`config.mk`:
```
export PLATFORM = sky130hd
export DESIGN_NAME = dec_2to4
export DESIGN_NICKNAME = d
export VERILOG_FILES = /design/src/rtl/dec_2to4.sv
export SDC_FILE = /design/constraint.sdc
export NUM_CORES = 1
export LEC_CHECK = 0
export ABC_AREA = 0
export BUFFER_PORTS_ARGS = -buffer_cell sky130_fd_sc_hd__buf_2
export CORE_AREA = 5 5 42 44
export DETAILED_ROUTE_END_ITERATION = 6
export DIE_AREA = 0 0 47 49
export HOLD_SLACK_MARGIN = 0.03
export PLACE_DENSITY = 0.51
export SETUP_SLACK_MARGIN = 0.15
export SKIP_LAST_GASP = 1
export SLEW_MARGIN = 25
export SYNTH_ARGS = -nofsm -noshare
export SYNTH_HDL_FRONTEND = slang
export SYNTH_SLANG_ARGS = --single-unit
```
`constraint.sdc`:
```
create_clock -name clk -period 0.8 [get_ports clk]
set_input_delay 0.08 -clock clk [delete_from_list [all_inputs] [get_ports clk]]
set_output_delay 0.08 -clock clk [all_outputs]
set_load 0.01 [all_outputs]
```
`src/rtl/dec_2to4.sv`:
```
`default_nettype none
// ============================================================================
// Module   : dec_2to4
// Purpose  : Registered 2-to-4 decoder built twice -- once from AND/NOT gate
//            terms, once from a case selection -- with the two results
//            compared every cycle. A sticky error flag records any enabled
//            cycle on which the two decode paths disagreed.
// Ports    : clk       in   1  rising-edge clock
//            rst_n     in   1  asynchronous active-low reset
//            en        in   1  decode enable, sampled on clk
//            in        in   2  select code
//            err_clr   in   1  clears the sticky error flag
//            out_logic out  4  registered gate-level decode
//            out_cond  out  4  registered case-based decode
//            out_valid out  1  outputs hold a decode of an enabled sample
//            match     out  1  registered equality of the two paths
//            err       out  1  sticky path-mismatch flag
// Params   : ACTIVE_LOW  0 = one-hot outputs, 1 = one-cold outputs
// Revision : 1.0  initial release
// ============================================================================
module dec_2to4 #(
  parameter bit ACTIVE_LOW = 1'b0
) (
  input  logic       clk,
  input  logic       rst_n,
  input  logic       en,
  input  logic [1:0] in,
  input  logic       err_clr,
  output logic [3:0] out_logic,
  output logic [3:0] out_cond,
  output logic       out_valid,
  output logic       match,
  output logic       err
);

  // Value every output line takes when nothing is selected.
  localparam logic [3:0] C_INACTIVE = ACTIVE_LOW ? 4'b1111 : 4'b0000;

  logic [3:0] w_logic_raw;   // active-high gate-level decode
  logic [3:0] w_cond_raw;    // active-high case-based decode
  logic [3:0] w_logic_dec;   // polarity-adjusted gate-level decode
  logic [3:0] w_cond_dec;    // polarity-adjusted case-based decode
  logic [3:0] w_logic_sel;   // value loaded into out_logic this edge
  logic [3:0] w_cond_sel;    // value loaded into out_cond this edge
  logic       w_mismatch;    // paths disagree on an enabled cycle

  // Gate-level path: pure AND/NOT minterms of the select code.
  assign w_logic_raw[0] = ~in[1] & ~in[0];
  assign w_logic_raw[1] = ~in[1] &  in[0];
  assign w_logic_raw[2] =  in[1] & ~in[0];
  assign w_logic_raw[3] =  in[1] &  in[0];

  // Conditional path: the default branch catches X/Z on the select code in
  // simulation and yields all-inactive rather than propagating unknowns.
  always_comb begin
    w_cond_raw = 4'b0000;
    case (in)
      2'b00:   w_cond_raw = 4'b0001;
      2'b01:   w_cond_raw = 4'b0010;
      2'b10:   w_cond_raw = 4'b0100;
      2'b11:   w_cond_raw = 4'b1000;
      default: w_cond_raw = 4'b0000;
    endcase
  end

  // Polarity is applied after decoding so the all-inactive default of the
  // case path also inverts to all-ones in one-cold mode.
  assign w_logic_dec = ACTIVE_LOW ? ~w_logic_raw : w_logic_raw;
  assign w_cond_dec  = ACTIVE_LOW ? ~w_cond_raw  : w_cond_raw;

  // Disabled cycles load all-inactive on both paths, so they always match.
  assign w_logic_sel = en ? w_logic_dec : C_INACTIVE;
  assign w_cond_sel  = en ? w_cond_dec  : C_INACTIVE;
  assign w_mismatch  = en & (w_logic_dec != w_cond_dec);

  always_ff @(posedge clk or negedge rst_n) begin
    if (!rst_n) begin
      out_logic <= C_INACTIVE;
      out_cond  <= C_INACTIVE;
      out_valid <= 1'b0;
      match     <= 1'b1;
      err       <= 1'b0;
    end else begin
      out_logic <= w_logic_sel;
      out_cond  <= w_cond_sel;
      out_valid <= en;
      match     <= (w_logic_sel == w_cond_sel);
      // A fresh mismatch wins over a simultaneous clear request.
      if (w_mismatch) begin
        err <= 1'b1;
      end else if (err_clr) begin
        err <= 1'b0;
      end
    end
  end

endmodule
`default_nettype wire

```
---- After elaboration in Yosys (flattened, before gate mapping) ----
Cells that the tools add are included.
W data, S select, Z words.
operators by class
  mux-type cells .......................... 5
  multipliers ............................. 0
  reductions and logical operators ........ 2
  shift operators ......................... 0
  bitwise operators ....................... 7
  add/subtract/negate cells ............... 0
  equal/unequal tests ..................... 5
  div/mod/pow operators ................... 0
  order comparisons ....................... 0
operators by type and width
  kind                  number
  $pmux W4 S4           1
  $mux W4               2
  $and A1 B1 Y1         5
  $eq A2 B2 Y1 const B  2
  $eq A4 B4 Y1          1
  $ne A4 B4 Y1          1
  $eq A2 B1 Y1 const B  1
  $logic_not A2 Y1      1
  $mux W1               2
  $not A1 Y1            2
  $reduce_bool A2 Y1    1
storage, ports and cells
  memories ................................ 0
  flip-flop bits (word level) ............. 11
  output and inout port bits .............. 11
  bits of input ports ..................... 6
  word-level logic and storage cells ...... 24
  bits in read-only memories .............. 0
  bits in latches ......................... 0
  memory bits (writable) .................. 0

---- Depth between registers and ports, before layout ----
Gate-level depths: netlist (run 1).
  word-level depth ........................ 5
  depth in mapped cells ................... 1
  mapped depth without buffers ............ 1

---- Least setup slack after synthesis (run 1) ----
OpenSTA, ideal clock, no wires.
  path kind ............................... register to register
  start ................................... register err (netlist name)
  end ..................................... register err
  data required time ...................... 682 ps
  slack ................................... 166 ps
  arrival ................................. 516 ps
  stages on the path, launching flop included .. 2
  setup time .............................. 118 ps
  path buffers ............................ 0
  cell sequence ........................... dfrtp_1 nor2b_1
RTL lines
  item                  RTL line  RTL
  to (signal assigned)  82        err <= 1'b0;
  to (signal assigned)  90        err <= 1'b1;
  to (signal assigned)  92        err <= 1'b0;
  to (decl)             33        output logic err

---- Worst setup path in the final report (run 1) ----
  start ................................... register match
  end ..................................... output port match
RTL lines
  item                    RTL line  RTL
  from (decl)             32        output logic match,
  from (signal assigned)  87        match <= (w_logic_sel == w_cond_sel);
No word-level cell between the ends.

==> impl.org, run 1 <==
** Finish
- Finished layout cell area :: 450 sq um
- The area growth from synthesis to layout is 48.8%.
- Fraction of final layout cells with drive strength greater than 1 :: 0.525
- Layout Nets :: 47
- The filler cells instantiated in the layout total approximately 160.
- The number of antenna diodes in the final layout is 0.

** Yosys
- Number of synthesized register bits :: 9
- In this run the mean area of a mapped cell was 15.9 sq um.
- Dominant combinational cell family by area after synthesis :: simple AND/OR/NAND/NOR gates
- Sorting the synthesized cells by how often they occur yields dfrtp_1 (8), and3b_1 (3), and3_1 (2), buf_4 (2).
- Sequential fraction of the synthesis area :: 0.748
- Post-synth ARST share :: 1.00
- Of the total synthesized cell area, the portion taken by XOR and XNOR cells is 0.
- Counting distinct cell types in the post-synthesis netlist gives 8.
- Simple-gate share of the synthesized area :: 0.190
- Of the post-synthesis cell area, the part taken by muxes is 0.
- The synthesized design contains 0 enable-type register cells.
- Sorting the synthesized cells by area gives the leading types as dfrtp_1 (66%), dfstp_2 (8.7%), and3b_1 (8.7%).
- Of the total synthesized cell area, the portion taken by full adders, half adders and majority gates is 0.
- Synthesis produced a netlist with a net count of 25.
- Netlist Area Pre-Place :: 303 sq um
- Share of the synthesized area in compound gates (AO/OA/AOI/OAI) :: 0
- Synthesis handed over a netlist of 19 instances.
- Dominant register cell in the synthesized netlist :: dfrtp_1
- Most used standard cell by instance count after synthesis :: dfrtp_1
- Of the post-synthesis cell area, the dominant cell type holds 0.661.
- Number of synthesis warnings :: 0
- The synthesized design spends more area on one cell type than any other, namely dfrtp_1.

** Worst hold path
- Worst hold-check path type :: in -> reg
- Start point of the worst hold path :: in[0]
- Counting instances, the worst hold path has a depth of 2.
- Worst min-delay path endpoint :: out_logic[0]$_DFF_PN0_

** Worst setup path
- Required time at the endpoint of the critical path :: 0.72 ns
- Slowest cell on the critical path :: dfstp_2
- The number of buffers and inverters on the critical path is 1.
- Maximum fanout count along the critical path :: 1
- STA classifies the critical path endpoint as a primary output.
- Reg2Reg Launch Point :: err$_DFFE_PN0P_
- Critical path launch point type :: register
- In this run the critical register-to-register path is captured at err$_DFFE_PN0P_.
- Longest individual stage delay on the worst path :: around 0.52 ns
- Type of the setup path with the least slack :: reg -> out
- Worst-case reg-to-reg path depth :: 1
- Across all register-to-register paths, the minimum setup slack is ~0.20 ns.
- Traced cell by cell, the critical path runs through buf_6.
- On the critical path the largest part of the delay comes from flip-flops.
- At the worst endpoint, the arrival time is ~0.86 ns.

** CTS
- Counting the buffers created by CTS gives 3.
- Clock-pin slew reported for the worst setup and hold paths after clock tree synthesis :: roughly 0.06 ns
- Buffers added to address setup during post-CTS repair amount to 0.
- H-tree levels :: 1
- Clock Sink Count :: 9
- Clock latency on the worst-skew pair, taken at its later pin, is between 0.2 and 0.3 ns.
- Clock tree from TritonCTS :: done
- The tree is rooted in a clkbuf_4.
- CTS Buffer Depth :: 2

** Floorplan
- In this run the core area contains 14 standard-cell rows.
- Die Ht :: around 49 microns
- In this run the standard cell core region covers about 1400 sq um.
- For this configuration, the core starts out at a cell density of 0.216.
- In this run the count of I/O pins placed on the die edge is 17.
- The floorplan step defined a die boundary enclosing ~2300 sq um.
- X dimension of the die :: ~47 microns

** GRT
- The initial antenna violation count is 0.
- The first global-routing pass estimated 938 microns of wire.
- Number of global-route vias before repair :: between 200 and 250
- Entering global routing, the biggest net connects 10 pins.
- Total GRT Usage :: 0.0617
- Overall overflow remaining after global route :: 0

** Power
- IR analysis of the VDD net gives a maximum drop of approximately 0.00052 V.
- In this run the power density over the cells is just under 2000 nW/um^2.
- Total leakage power :: ~0.26 nW

** STA
- Maximum clock frequency :: approximately 1100 MHz
- Dividing the final minimum period by the clock period gives 1.18.
- Counting I/O delays and the setup requirement, the final critical path takes roughly 0.94 ns.
- Number of setup violations in the final report :: 11
- Once routing completed, OpenROAD measured the worst setup slack at -0.143 ns.
- Final-report max-slew violation count :: 0
- Maximum clock skew at final layout :: 0 ns
- Hold Fails Final Rpt :: 0
- Across all hold checks on the routed design, the worst slack comes to around 0.047 ns.
- Setup repair after global routing missed its margin :: yes

** Drt
- The detailed router placed roughly 210 vias in this run.
- For this run, design rule violations remaining after detail routing come to 0.
- Wire length reported by the detailed router :: roughly 600 microns
- Dividing the detail-routed via count by the number of cells gives about 3.7.
- Detailed Routing Iterations Pass 1 :: 1
- In the final routed layout, each cell accounts on average for 10.8 microns.
- The detailed router finished its first iteration with 0 violations.
- Antenna-violating nets left :: 0

** Run status
- The checks that failed: setup timing.
- Run status :: finished, violations left

** Flow run
- Max-cap violations in this run came to 0.

** Place
- Number of buffers inserted by port buffering :: 16
- Final weighted congestion in routability-driven placement :: slightly above 0.6
- Detailed placement HPWL :: around 430 microns
- Cell area after placement :: between 300 and 400 sq um
layout make-up:
cell class | count | area (sq um) | area share
multi-input cells | 8 | 61.3 | 0.136
clock buffers | 4 | 26.3 | 0.0583
repair buffers | 19 | 116 | 0.258
well taps | 16 | 20.0 | 0.0444
flip-flops and latches | 9 | 226 | 0.503
worst max path at each step:
stage                           end  cells past startpoint            start
floorplan           err$_DFFE_PN0P_                      1  err$_DFFE_PN0P_
global placement              match                      1  match$_DFF_PN1_
detailed placement            match                      1  match$_DFF_PN1_
CTS                           match                      1  match$_DFF_PN1_
global route                  match                      1  match$_DFF_PN1_
finish                        match                      1  match$_DFF_PN1_
cells by family after synthesis:
group         count (synthesis)
other cells                   1
buf+inv                       2
simple gates                  7
flops                         9
sequential cells by signal (all words and copies together) (netlist names):
signal and flops:
out_logic 3, out_valid 1, out_cond 3, match 1, err 1
power by group:
group	internal [mW]	switching, mW
logic	0.0436	0.0431
registers	0.474	0.00450
clock network	0.191	0.140
total	0.708	0.187
cells in the final DEF, fill, tap and decap left out:
cell / n
and3_1: 2
clkbuf_4: 3
buf_6: 1
nor2b_1: 1
and3b_1: 3
clkbuf_1: 1
nor3b_2: 1
dfrtp_1: 8
dfstp_2: 1
conb_1: 1
buf_2: 15
dlygate4sd3_1: 3
per-stage QoR:
step	TNS [ns]	power, mW	cells	util	worst slack (ns)
6_report	-0.380	0.896	56	0.321	-0.143
5_1_grt	-0.763	0.949	56	0.321	-0.174
4_1_cts	-0.589	0.923	56	0.321	-0.162
3_5_place_dp	0	0.559	49	0.277	0.109
3_3_place_gp	0	0.559	49	0.277	0.116
2_1_floorplan	0	0.515	19	-	0.166
layer usage:
layer	share of wire	track usage	vias to the layer above
met2	0.53	0.0995	11
met5	0	0	-
met4	0	0.0415	0
met1	0.34	0.0562	94
met3	0.12	0.0332	0
li1	-	-	101
repair_timing:
item	in CTS	in global routing
hold buffers	3	0
hold endpoints to repair	12	0
endpoints found under the setup margin	11	11
gates resized for setup	1	0
cloned	0	0
(Power assumes the default switching activity.)
==> inputs of run 2 (changes only) <==
- CELL_PAD_IN_SITES_DETAIL_PLACEMENT: not set -> 1
- CELL_PAD_IN_SITES_GLOBAL_PLACEMENT: not set -> 2
- CORE_AREA: 5 5 42 44 -> not set
- CORE_MARGIN: not set -> 5
- CORE_UTILIZATION: not set -> 23
- DIE_AREA: 0 0 47 49 -> not set
- PLACE_DENSITY: 0.51 -> 0.72
- SKIP_LAST_GASP: 1 -> not set
==> run 2 against run 1 <==
Net effect: critical endpoint unchanged; non-clock buffer count is the same; critical path type unchanged; utilization is 3.8 points higher; hold slack improved by 0.0050 ns; first-iteration DRC count rose by 2; the flow still finishes with violations (setup timing); cell count decreased by 1.8%; maximum frequency is 0.33% higher; largest cell class unchanged; clock skew is the same; sequential power about the same; via count up 1.9%; worst setup slack improved by 0.0031 ns; total power decreased by 1.0%; register-to-register slack barely moved.
==> impl.org, run 2 (synthesis results as in run 1) <==
** Run status
- Run status: finished, violations left (unchanged).
- Failing checks: setup timing (unchanged).

** Floorplan
- The I/O pin count is 17 (unchanged).
- The initial core utilization is 0.239 (was 0.216).
- The horizontal die dimension is 46.3 microns (was 47 microns).
- The overall die height came to 46.3 microns (was 49 microns).
- The full die area is 2140 sq um (was 2300 sq um).
- Count of standard-cell rows :: 13 (was 14)
- The core area was 1270 sq um (was 1400 sq um).

** CTS
- Clock tree from TritonCTS :: done (unchanged)
- The maximum clock insertion buffer count is 2 (unchanged).
- H-tree levels :: 1 (unchanged)
- Buffer count from post-CTS setup fixing :: 0 (unchanged)
- Clock latency on the worst-skew pair :: 0.25 ns (about the same)
- The cell at the root of the clock tree was clkbuf_4 (unchanged).
- The CTS buffer count was 3 (unchanged).
- Clock Sink Count :: 9 (unchanged)
- Clock-pin slew reported for the worst setup and hold paths after clock tree synthesis :: 0.05 ns (was 0.06 ns)

** Drt
- Number of DRC violations after detailed routing :: 0 (unchanged)
- Starting DRC count in detailed routing :: 2 (was 0)
- Wire length reported by the detailed router :: 588 microns (was 602 microns)
- Detailed Routing Iterations Pass 1 :: 3 (was 1)
- The vias per cell was 3.82 (was 3.68).
- Antenna-violating nets left :: 0 (unchanged)
- DR vias :: 210 (was 206)
- Detail-routed net length per standard cell :: 10.7 microns (was 10.8 microns)

** GRT
- Met2 track utilization from global routing :: 0.0962 (was 0.0995)
- Overall overflow remaining after global route :: 0 (unchanged)
- The global routing's busiest layer was met4 (was met2).
- The met3 track demand over resource in global routing is 0.0195 (was 0.0332).
- Total GRT Usage :: 0.0712 (was 0.0617)
- GR Layer Usage met1 :: 0.0740 (was 0.0562)
- The initial antenna violation count is 0 (unchanged).
- The global-route wire length before repair is 966 microns (was 938 microns).
- The number of global-route vias before repair came to 229 (was 233).
- Largest net degree at the start of global routing :: 10 (unchanged)

** STA
- The worst slack on hold paths was 0.0518 ns (was 0.0469 ns).
- The worst clock skew is 0 ns (unchanged).
- The post-route fraction of the period consumed by the critical path was 1.17 (was 1.18).
- The worst-case setup margin in the final layout was -0.139 ns (was -0.143 ns).
- Hold Fails Final Rpt :: 0 (unchanged)
- The setup TNS was -0.351 ns (was -0.380 ns).
- The maximum achievable frequency was 1060 MHz (about the same).
- Setup repair after global routing missed its margin: yes (unchanged).
- The max-slew violation count came to 0 (unchanged).
- Number of setup violations in the final report :: 11 (unchanged)
- Final min period :: 0.939 ns (was 0.943 ns)

** Place
- The post-place setup slack came to 0.109 ns (about the same).
- Number of buffers inserted by port buffering :: 16 (unchanged)
- DP Cell Count :: 48 (was 49)
- Final weighted congestion in routability-driven placement :: 0.670 (was 0.624)
- The cell area after placement came to 387 sq um (was 388 sq um).

** Flow run
- Max-cap violations :: 0 (unchanged)

** Finish
- Layout overhead on the synthesized area :: 50.4% (was 48.8%)
- The area of all placed cells without fillers was 455 sq um (was 450 sq um).
- Commonest cells after routing, fill and taps aside :: buf_2 (14), dfrtp_1 (8), and3b_1 (3), clkbuf_4 (3), dlygate4sd3_1 (3) (was buf_2 (15), dfrtp_1 (8), and3b_1 (3), clkbuf_4 (3), dlygate4sd3_1 (3))
- Fraction of final layout cells with drive strength greater than 1 :: 0.525 (unchanged)
- Count of non-filler cells in the finished layout :: 55 (was 56)
- Layout Nets :: 47 (unchanged)
- Area of all sequential standard cells :: 226 sq um (unchanged)
- Registers with the most flip-flops :: out_cond x3, out_logic x3 (unchanged)
- The multi-input gate area in the final layout is 61.3 sq um (unchanged).
- The number of fill cells was 139 (was 157).
- The most frequent standard cell in the layout excluding fill and tap cells is buf_2 (unchanged).
- The final core utilization was 0.359 (was 0.321).
- Ant diodes :: 0 (unchanged)

** Worst setup path
- The dominant delay contributor by cell family on the critical path is flip-flops (unchanged).
- Sequence of cells on the critical path :: buf_6 (unchanged)
- The worst-path cell with the longest stage delay was dfstp_2 (unchanged).
- The classification of the worst setup path is reg -> out (unchanged).
- The flop-to-flop setup slack was 0.20 ns (about the same).
- The reg-to-reg endpoint is err$_DFFE_PN0P_ (unchanged).
- The buffer and inverter count on the worst path is 1 (unchanged).
- Arrival time at the worst endpoint :: 0.86 ns (about the same)
- Critical path launch point type :: register (unchanged)
- The nature of the critical path endpoint is a primary output (unchanged).
- Worst-case reg-to-reg path depth :: 1 (unchanged)
- The maximum cell stage delay along the critical path came to 0.52 ns (about the same).
- The required arrival time at the worst endpoint was 0.72 ns (about the same).
- The launch point of the worst reg-to-reg path is err$_DFFE_PN0P_ (unchanged).
- Maximum fanout count along the critical path :: 1 (unchanged)

** Power
- The total power divided by cell area is 1950 nW/um^2 (was 1990 nW/um^2).
- The total leakage power is 0.263 nW (was 0.262 nW).
- The peak supply drop is 0.000478 V (was 0.000517 V).
- Total power consumption of the routed design :: 0.887 mW (was 0.896 mW)

** Worst hold path
- The path type of the worst min-delay path is in -> reg (unchanged).
- The terminating pin of the worst hold path was out_logic[0]$_DFF_PN0_ (unchanged).
- Hold depth :: 2 (unchanged)
- The worst min-delay path startpoint is in[1] (was in[0]).
[run 2: what timing repair did]
item / in CTS / in global routing
setup endpoints to repair: 11 / 11
hold endpoints to repair: 11 / 1
resized for setup: 1 / 1
hold buffers: 2 / 1
[run 2: layer usage]
layer	share of wire	vias to the layer above
li1	-	101
met1	0.33	94
met2	0.48	13
met3	0.15	2
met4	0.032	0
met5	0	-
[run 2: power breakdown]
group | switching [mW] | leakage [nW] | internal, mW
logic | 0.0427 | 0.131 | 0.0458
clock network | 0.129 | 0.0150 | 0.190
registers | 0.00521 | 0.117 | 0.474
[run 2: worst max-delay path by stage]
stage / slack [ns] / depth (start not counted) / start / end
after floorplan: 0.17 / 1 / err$_DFFE_PN0P_ / err$_DFFE_PN0P_
after global placement: 0.11 / 1 / match$_DFF_PN1_ / match
after detailed placement: 0.11 / 1 / match$_DFF_PN1_ / match
after CTS: -0.15 / 1 / match$_DFF_PN1_ / match
after global routing: -0.18 / 1 / match$_DFF_PN1_ / match
final: -0.14 / 1 / match$_DFF_PN1_ / match
[run 2: final cells by class]
cell class | instances | share of cell area
Sequential cell | 9 | 0.497
Tap cell | 15 | 0.0412
Timing Repair Buffer | 19 | 0.269
Clock buffer | 4 | 0.0577
Multi-Input combinational cell | 8 | 0.135
==> inputs of run 3 (changes only) <==
- SETUP_SLACK_MARGIN: 0.15 -> 0.5
==> run 3 against run 2 <==
Net effect: the run ends with hold timing, setup timing left; non-clock buffer count is 3 lower; sequential share of layout area is 3.0 points higher; first-iteration DRC count shrank 100%; utilization is 2.1 points lower; via count fell by 4.3%; maximum frequency decreased by 1.5%; hold slack got worse by 0.40 ns; sequential power hardly changed; flip-flop and latch count did not move; design area fell by 5.8%; clock-buffer cell count did not move; critical path type unchanged; critical endpoint unchanged.
==> impl.org, run 3 (synthesis results as in run 1) <==
** Run status
- Run status: finished, violations left (unchanged).
- Failing checks: hold timing, setup timing (was setup timing).

** Worst setup path
- The maximum fanout count along the critical path is 1 (unchanged).
- Sequence of cells on the critical path: buf_6 (unchanged).
- The signal arrival time at the worst endpoint was 0.87 ns (was 0.86 ns).
- The nature of the critical path endpoint is a primary output (unchanged).
- Critical path launch point type :: register (unchanged)
- The required arrival time at the worst endpoint was 0.72 ns (about the same).
- The buffer and inverter count on the worst path was 1 (unchanged).
- The dominant delay contributor by cell family on the critical path is flip-flops (unchanged).
- The classification of the worst setup path is reg -> out (unchanged).
- Longest individual stage delay on the worst path :: 0.52 ns (about the same)
- Slowest cell on the critical path :: dfstp_2 (unchanged)

** CTS
- The cell at the root of the clock tree was clkbuf_4 (unchanged).
- The CTS buffer count came to 3 (unchanged).
- Buffer count from post-CTS setup fixing :: 0 (unchanged)
- Clock tree from TritonCTS :: done (unchanged)
- The TritonCTS sink count was 9 (unchanged).
- The clock latency on the worst-skew pair was 0.26 ns (was 0.25 ns).
- The maximum clock insertion buffer count came to 2 (unchanged).
- The total number of H-tree levels came to 1 (unchanged).
- The CTS clock-pin slew for the worst setup and hold paths came to 0.06 ns (was 0.05 ns).

** Floorplan
- The I/O pin count is 17 (unchanged).
- Core area :: 1270 sq um (unchanged)
- The row count was 13 (unchanged).
- X dimension of the die :: 46.3 microns (unchanged)
- Initial standard-cell utilization of the core :: 0.239 (unchanged)
- The full die area came to 2140 sq um (unchanged).
- Die Ht :: 46.3 microns (unchanged)

** STA
- Number of setup violations in the final report :: 11 (unchanged)
- The post-layout minimum cycle time came to 0.954 ns (was 0.939 ns).
- Final-report max-slew violation count :: 0 (unchanged)
- Hold Fails Final Rpt :: 11 (was 0)
- The post-route fraction of the period consumed by the critical path is 1.19 (was 1.17).
- Setup repair after global routing missed its margin :: yes (unchanged)
- The worst-case setup margin in the final layout came to -0.154 ns (was -0.139 ns).
- Min Hold Slack :: -0.347 ns (was 0.0518 ns)
- The maximum achievable frequency was 1050 MHz (was 1060 MHz).
- The worst clock skew came to 0 ns (unchanged).

** Finish
- Registers with the most flip-flops: out_cond x3, out_logic x3 (unchanged).
- The relative area change from synthesis to final layout is 41.7% (was 50.4%).
- The most frequent standard cell in the layout excluding fill and tap cells was buf_2 (unchanged).
- The total inserted antenna cells was 0 (unchanged).
- Layout Nets :: 44 (was 47)
- Commonest cells after routing, fill and taps aside: buf_2 (15), dfrtp_1 (8), and3b_1 (3), clkbuf_4 (3), and3_4 (2) (was buf_2 (14), dfrtp_1 (8), and3b_1 (3), clkbuf_4 (3), dlygate4sd3_1 (3)).
- Fillers :: 154 (was 139)
- The final core utilization came to 0.338 (was 0.359).
- Fraction of final layout cells with drive strength greater than 1 :: 0.622 (was 0.525)

** Power
- Total leakage power :: 0.247 nW (was 0.263 nW)
- The power after layout came to 0.900 mW (was 0.887 mW).
- The total power divided by cell area came to 2100 nW/um^2 (was 1950 nW/um^2).
- The peak supply drop was 0.000431 V (was 0.000478 V).

** GRT
- Overall overflow remaining after global route :: 0 (unchanged)
- The global-route total usage across every layer was 0.0658 (was 0.0712).
- The initial antenna violation count came to 0 (unchanged).
- The maximum number of pins on one net before global-route repair was 10 (unchanged).
- The number of global-route vias before repair is 219 (was 229).
- Global-route wire length before repair :: 883 microns (was 966 microns)

** Place
- Detailed placement finished with a half-perimeter wire length of ~470 microns.
- The count of port buffers added during placement is 16 (unchanged).
- Final weighted congestion in routability-driven placement :: 0.652 (was 0.670)

** Drt
- Number of DRC violations after detailed routing :: 0 (unchanged)
- The initial DRC count came to 0 (was 2).
- Drt via density :: 3.87 (was 3.82)
- The final antenna-violating net count came to 0 (unchanged).
- The total number of vias is 201 (was 210).
- Detailed Routing Iterations Pass 1 :: 1 (was 3)
- The wire length reported by the detailed router is 572 microns (was 588 microns).
- Detail-routed net length per standard cell :: 11.0 microns (was 10.7 microns)

** Flow run
- The max-cap check violation count came to 0 (unchanged).

** Worst hold path
- Worst hold-check path type :: in -> async (was in -> reg)
run 3: cell count changes in the layout (fill, tap and decap cells not counted), sizes merged:
cell	before	now
dlygate4sd3	3	0
run 3: area by class of cell:
cell class | instances | area [sq um] | area share
multi-input cells | 8 | 71.3 | 0.166
well taps | 15 | 18.8 | 0.0437
repair buffers | 16 | 86.3 | 0.201
clock buffers | 4 | 26.3 | 0.0612
flip-flops and latches | 9 | 226 | 0.528
run 3: routing by layer:
metal	global-route usage	vias to the layer above	routed length (microns)
met5	0	-	0
met4	0.102	0	21
met3	0.0117	2	48
met2	0.104	10	320
met1	0.0554	94	181
li1	-	95	-
run 3: per-stage QoR:
step / instance area, sq um / std cells / setup WS, ns / setup TNS (ns)
2_1_floorplan: 320 / 19 / 0.166 / 0
3_3_place_gp: 397 / 48 / 0.114 / 0
3_5_place_dp: 397 / 48 / 0.110 / 0
4_1_cts: 429 / 52 / -0.169 / -0.719
5_1_grt: 429 / 52 / -0.180 / -0.923
6_report: 429 / 52 / -0.154 / -0.512
run 3: path summary, 6_finish.rpt:
kind,startpoint,end,slack (ns),cells past startpoint
worst max-delay path,match$_DFF_PN1_,match,-0.15,1
worst min-delay path,rst_n,err$_DFFE_PN0P_,-0.35,1
worst max register to register,err$_DFFE_PN0P_,err$_DFFE_PN0P_,0.20,1
worst min register to register,err$_DFFE_PN0P_,err$_DFFE_PN0P_,0.50,1
max in group asynchronous,rst_n,match$_DFF_PN1_,0.91,1
min in group clk,err_clr,err$_DFFE_PN0P_,-0.04,2
run 3: timing repair:
item / in CTS / in global routing
resized for setup: 1 / 0
pin swaps: 0 / 0
hold endpoints to repair: 11 / 11
setup endpoints to repair: 12 / 12
run 3: power breakdown:
group	total [mW]	internal [mW]	switching, mW
Sequential	0.479	0.474	0.00480
Clock	0.343	0.192	0.151
Combinational	0.0788	0.0373	0.0415
Total	0.900	0.703	0.197
